[src/rtl/lab2_proc_div_pkg.sv]
// rtl/lab2_proc_div_pkg.sv - shared encodings and helpers for the iterative divider
package lab2_proc_div_pkg;

  localparam logic [1:0] FN_DIV  = 2'd0;
  localparam logic [1:0] FN_DIVU = 2'd1;
  localparam logic [1:0] FN_REM  = 2'd2;
  localparam logic [1:0] FN_REMU = 2'd3;

  localparam logic [31:0] INT_MIN = 32'h8000_0000;
  localparam logic [31:0] ALL_ONES = 32'hFFFF_FFFF;

  typedef enum logic [1:0] {
    IDLE,
    CALC,
    DONE
  } state_t;

  function automatic logic [31:0] neg_if(input logic [31:0] v, input logic n);
    return n ? (~v + 32'd1) : v;
  endfunction

endpackage

[src/rtl/lab2_proc_iter_div_unit_dpath.sv]
// rtl/lab2_proc_iter_div_unit_dpath.sv - operand, partial remainder and result registers
// Restoring division, one quotient bit per step, with sign fix on the last step.
module lab2_proc_iter_div_unit_dpath
  import lab2_proc_div_pkg::*;
(
  input  logic        clk,
  input  logic        reset,
  input  logic        load,
  input  logic        step,
  input  logic        finish,
  input  logic [1:0]  fn,
  input  logic [31:0] a,
  input  logic [31:0] b,
  output logic        special,
  output logic [31:0] result
);

  logic        is_signed;
  logic        is_rem_in;
  logic        a_neg;
  logic        b_neg;
  logic        b_zero;
  logic        overflow;
  logic [31:0] special_result;

  logic [31:0] divisor;
  logic [31:0] rem;
  logic [31:0] quo;
  logic        q_neg;
  logic        r_neg;
  logic        is_rem;

  logic [32:0] shifted;
  logic [32:0] diff;
  logic        fits;
  logic [31:0] rem_next;
  logic [31:0] quo_next;

  assign is_signed = (fn == FN_DIV) || (fn == FN_REM);
  assign is_rem_in = (fn == FN_REM) || (fn == FN_REMU);
  assign a_neg     = is_signed && a[31];
  assign b_neg     = is_signed && b[31];
  assign b_zero    = (b == 32'd0);
  assign overflow  = is_signed && (a == INT_MIN) && (b == ALL_ONES);
  assign special   = b_zero || overflow;

  // Divide-by-zero takes priority; the remainder reports the raw dividend.
  always_comb begin
    special_result = 32'd0;
    if (b_zero)
      special_result = is_rem_in ? a : ALL_ONES;
    else
      special_result = is_rem_in ? 32'd0 : INT_MIN;
  end

  // The partial remainder is always below the divisor, so 33 bits cannot overflow.
  assign shifted  = {rem, quo[31]};
  assign diff     = shifted - {1'b0, divisor};
  assign fits     = !diff[32];
  assign rem_next = fits ? diff[31:0] : shifted[31:0];
  assign quo_next = {quo[30:0], fits};

  always_ff @(posedge clk or posedge reset) begin
    if (reset) begin
      divisor <= 32'd0;
      rem     <= 32'd0;
      quo     <= 32'd0;
      q_neg   <= 1'b0;
      r_neg   <= 1'b0;
      is_rem  <= 1'b0;
      result  <= 32'd0;
    end else if (load) begin
      is_rem  <= is_rem_in;
      q_neg   <= a_neg ^ b_neg;
      r_neg   <= a_neg;
      rem     <= 32'd0;
      quo     <= neg_if(a, a_neg);
      divisor <= neg_if(b, b_neg);
      if (special)
        result <= special_result;
    end else if (step) begin
      rem <= rem_next;
      quo <= quo_next;
      if (finish)
        result <= is_rem ? neg_if(rem_next, r_neg) : neg_if(quo_next, q_neg);
    end
  end

endmodule

[src/rtl/lab2_proc_iter_div_unit.sv]
// rtl/lab2_proc_iter_div_unit.sv - iterative DIV/DIVU/REM/REMU unit with val/rdy interfaces
// Control FSM and step counter; arithmetic lives in the dpath.
module lab2_proc_iter_div_unit
  import lab2_proc_div_pkg::*;
(
  input  logic        clk,
  input  logic        reset,
  input  logic        req_val,
  output logic        req_rdy,
  input  logic [1:0]  req_fn,
  input  logic [31:0] req_a,
  input  logic [31:0] req_b,
  output logic        resp_val,
  input  logic        resp_rdy,
  output logic [31:0] resp_msg
);

  state_t      state;
  logic [4:0]  count;
  logic        accept;
  logic        special;
  logic        step;
  logic        finish;

  assign req_rdy  = (state == IDLE) && !reset;
  assign resp_val = (state == DONE);
  assign accept   = req_val && req_rdy;
  assign step     = (state == CALC);
  assign finish   = step && (count == 5'd0);

  lab2_proc_iter_div_unit_dpath u_dpath (
    .clk     (clk),
    .reset   (reset),
    .load    (accept),
    .step    (step),
    .finish  (finish),
    .fn      (req_fn),
    .a       (req_a),
    .b       (req_b),
    .special (special),
    .result  (resp_msg)
  );

  always_ff @(posedge clk or posedge reset) begin
    if (reset) begin
      state <= IDLE;
      count <= 5'd0;
    end else begin
      case (state)
        IDLE: begin
          if (accept) begin
            if (special) begin
              state <= DONE;
            end else begin
              state <= CALC;
              count <= 5'd31;
            end
          end
        end
        CALC: begin
          count <= count - 5'd1;
          if (count == 5'd0)
            state <= DONE;
        end
        DONE: begin
          if (resp_rdy)
            state <= IDLE;
        end
        default: state <= IDLE;
      endcase
    end
  end

endmodule

[config.mk]
export PLATFORM = sky130hd
export DESIGN_NAME = lab2_proc_iter_div_unit
export DESIGN_NICKNAME = d
export VERILOG_FILES = /design/src/rtl/lab2_proc_div_pkg.sv /design/src/rtl/lab2_proc_iter_div_unit_dpath.sv /design/src/rtl/lab2_proc_iter_div_unit.sv
export SDC_FILE = /design/constraint.sdc
export NUM_CORES = 1
export LEC_CHECK = 0
export ABC_CLOCK_PERIOD_IN_PS = 5800
export BUFFER_PORTS_ARGS = -buffer_cell sky130_fd_sc_hd__buf_2
export CAP_MARGIN = 20
export CORE_ASPECT_RATIO = 1.2
export CORE_MARGIN = 1.5
export CORE_UTILIZATION = 61
export DETAILED_ROUTE_END_ITERATION = 7
export GPL_TIMING_DRIVEN = 0
export PLACE_DENSITY = 0.87
export SYNTH_ARGS = -nofsm -noshare
export SYNTH_HDL_FRONTEND = slang
export SYNTH_SLANG_ARGS = --single-unit
[constraint.sdc]
create_clock -name clk -period 5.8 [get_ports clk]
set_input_delay 1.16 -clock clk [delete_from_list [all_inputs] [get_ports clk]]
set_output_delay 1.16 -clock clk [all_outputs]
set_load 0.02 [all_outputs]
==> summary.txt <==
Synth-to-layout area growth - 12.6%
Synth Area in Simple Gates - 19.5%
Multi-input gate area - 7530 um^2
GR Util All Layers - 42.2%
Core Region - 18400 um^2
Setup Crit Path Kind - register to register
FP Rows - 54
Final Cycle Share - 96.8%
Vias in the first global route - 11900
Filler cell count - 1550
Antenna diode count - 0
# port buffers - 102
Hold EP - u_dpath.divisor[13]
CTS Buf Count - 17
Routability cong. - 1.00
Seq cells post-synth - 138
Post-synth top cells - o21ai_0, dfrtp_1, nand2_1
H-tree depth - 4
Hold wc startpoint - u_dpath.divisor[13]
Main synth FF type - dfrtp_1
Setup Skew - 0.0141 ns
Overflow left after global routing - 0
Post-Synth XOR/XNOR Area - 10.3%
CP arrival - 5.94 ns
Synth Area in Compound Gates - 27.4%
Hold path cells - 2
Largest net degree at the start of global routing - 94
Fin. Hold Viols - 0
Setup WS post-layout - 0.186 ns
Synth Cell Area - 11500 um^2
Reg-to-reg critical path endpoint - u_dpath.result[26]
First-pass DRT Iterations - 7
Asr flop ratio synth - 100%
Min-Delay Path Class - register to register
Synth Area in Adders - 4.41%
YS warnings - 0
Clock tree from TritonCTS - done
Yosys top cell area share - 30.0%
Mux cell area share after synthesis - 3.49%
Least-Margin Pin Slew - 0.831 ns
Vias - 12400
RSZ-0062 raised after global routing - no
R2R Path Start - u_dpath.quo[31]
Status - finished, final reports clean
Fmax - 178 MHz
Fin. max-slew vios - 0
Worst-case clock buffer depth - 2
Initial antenna violation count - 0
Post-Syn Area per Cell - 7.89 um^2
Post-DP HPWL - 31.8 mm
CTS sink count - 138
Synth unique cells - 81
Final net count - 1696
Startpoint Class - register
Num ports - 104
R2r setup slk - 0.19 ns
Detailed Route Iter0 Violations - 1195
Count leader, synth - o21ai_0
Critical Path Fanout Max - 10
Routed WL - 40.8 mm
Largest cells by area after synthesis - dfrtp_1, o21ai_0, xor2_1, xnor2_1, nand2_1
First-pass GRT wire length - 64.3 mm
Clock-pin slew on the worst setup and hold paths - 0.07 ns
Starting Density - 62.7%
Worst hold slack - 0.479 ns
DRC - 0
CP endpoint kind - register
Final min period - 5.61 ns
Rel. slew slack - 44.4%
Dpl ws - -0.0151 ns
Cells on worst reg2reg path - 22
Critical Path RT - 6.12 ns
CTS root buf - clkbuf_16
Seq/Total Area, Yosys - 30.0%
Syn Nets - 1572
Vias per cell - 6.68
Die width - 128 um
Fraction of layout cells with a size suffix above 1 - 11.3%
Routed Antenna Nets - 0
Worst-skew pair later-pin latency - 0.44 ns
Die ar. - 19700 um^2
Util after Layout - 70.6%
Wire per inst - 22.0 um
Number of synthesized flops with an enable pin - 0
Seq. cell area - 3450 um^2
Hold-fix buffers at CTS - 0
Largest family of logic cells by synthesized area - compound AO/OA/AOI/OAI gates
Yosys top cell by area - dfrtp_1
Setup violations, final - 0
Chip Height - 154 um
MaxCap Viol Count - 0
Syn Inst Count - 1462
-- cells in the final DEF (no fill, tap or decap), types with 14 or more instances in the layout --
cell         n
nor2_1     107
mux2i_1     29
o31ai_1     24
buf_2      110
a21oi_1     98
clkbuf_16   17
nor3_1      41
o21a_1      14
nand2b_1    19
xor2_1      68
inv_1       66
dfrtp_1    138
nand3_1     49
a22oi_1     30
xnor2_1     67
nor4_1      20
clkbuf_1    69
o21ai_0    180
o211ai_1    26
nand4_1     17
a31oi_1     20
nand2_1    135
or3_1       14
ha_1        39
-- metal layers --
metal	track usage [%]	vias up	part of all wire [%]
met5	0	-	0
met4	30.7	0	8.7
met3	7.41	195	8.9
met1	52.7	5782	38
met2	65.6	763	45
li1	-	5617	-
-- state kept, by name, indices dropped and copies added, names as in the netlist --
register	cells
u_dpath.result	32
state	2
u_dpath.rem	32
u_dpath.q_neg	1
u_dpath.quo	32
u_dpath.r_neg	1
count	5
u_dpath.is_rem	1
u_dpath.divisor	32
-- how the worst max path moves through the flow --
stage | end | slack [ns] | startpoint
after global placement | u_dpath.divisor[15] | -0.60 | reset
after detailed placement | u_dpath.result[30] | -0.02 | u_dpath.quo[31]
final | u_dpath.result[26] | 0.19 | u_dpath.quo[31]
after floorplan | count[0] | 0.94 | reset
after CTS | u_dpath.result[30] | 0.003 | u_dpath.quo[31]
after global routing | u_dpath.result[14] | 0.005 | u_dpath.quo[31]
-- metrics by stage --
stage               cells  TNS, ns  cell area, um^2
floorplan            1462        0            11500
global placement     1816   -80.44            12400
detailed placement   1817  -0.0254            12400
CTS                  1849        0            12900
global route         1851        0            13000
finish               1851        0            13000
-- layout make-up --
| type | instances | share of cell area (%) |
|---|---|---|
| multi-input combinational | 1176 | 58.0 |
| clock buffer | 19 | 3.34 |
| sequential | 138 | 26.6 |
| clock inverter | 13 | 0.858 |
| tap | 252 | 2.43 |
| buffer | 81 | 2.54 |
| inverter | 67 | 1.98 |
| timing repair buffer | 105 | 4.26 |
-- cell families (layout without fill, tap and decap cells) --
group           Yosys count  in the layout
compound gates          501            501
xor+xnor                135            135
fa+ha+maj                40             40
buf+inv                 148            285
flops                   138            138
mux                      38             38
simple gates            462            462
-- worst max-delay path: stages (launching register included) --
cell and delay, ns:
dfrtp_1 0.46, inv_1 0.16, ha_1 0.26, fa_1 0.45, nand2b_1 0.23, a21bo_4 0.25, a31o_4 0.26, a2111oi_4 0.41
o21a_4 0.26, nor2_4 0.07, inv_1 0.16, buf_4 0.24, buf_4 0.25, buf_4 0.24, nor2_1 0.06, a21oi_1 0.21
ha_1 0.25, inv_1 0.10, a221oi_2 0.27, o2111ai_2 0.24, o31ai_2 0.33, xnor2_1 0.23, o21ai_1 0.10
-- what timing repair did --
| item | CTS | global route |
|---|---|---|
| pin swaps | 0 | 2 |
| gates resized for setup | 1 | 6 |
| endpoints found under the setup margin | 4 | 10 |
| setup buffers | 0 | 2 |
Power is left out: the tool's default activity adds up to more than one toggle a clock period on the data nets, which glitch-free logic cannot reach.
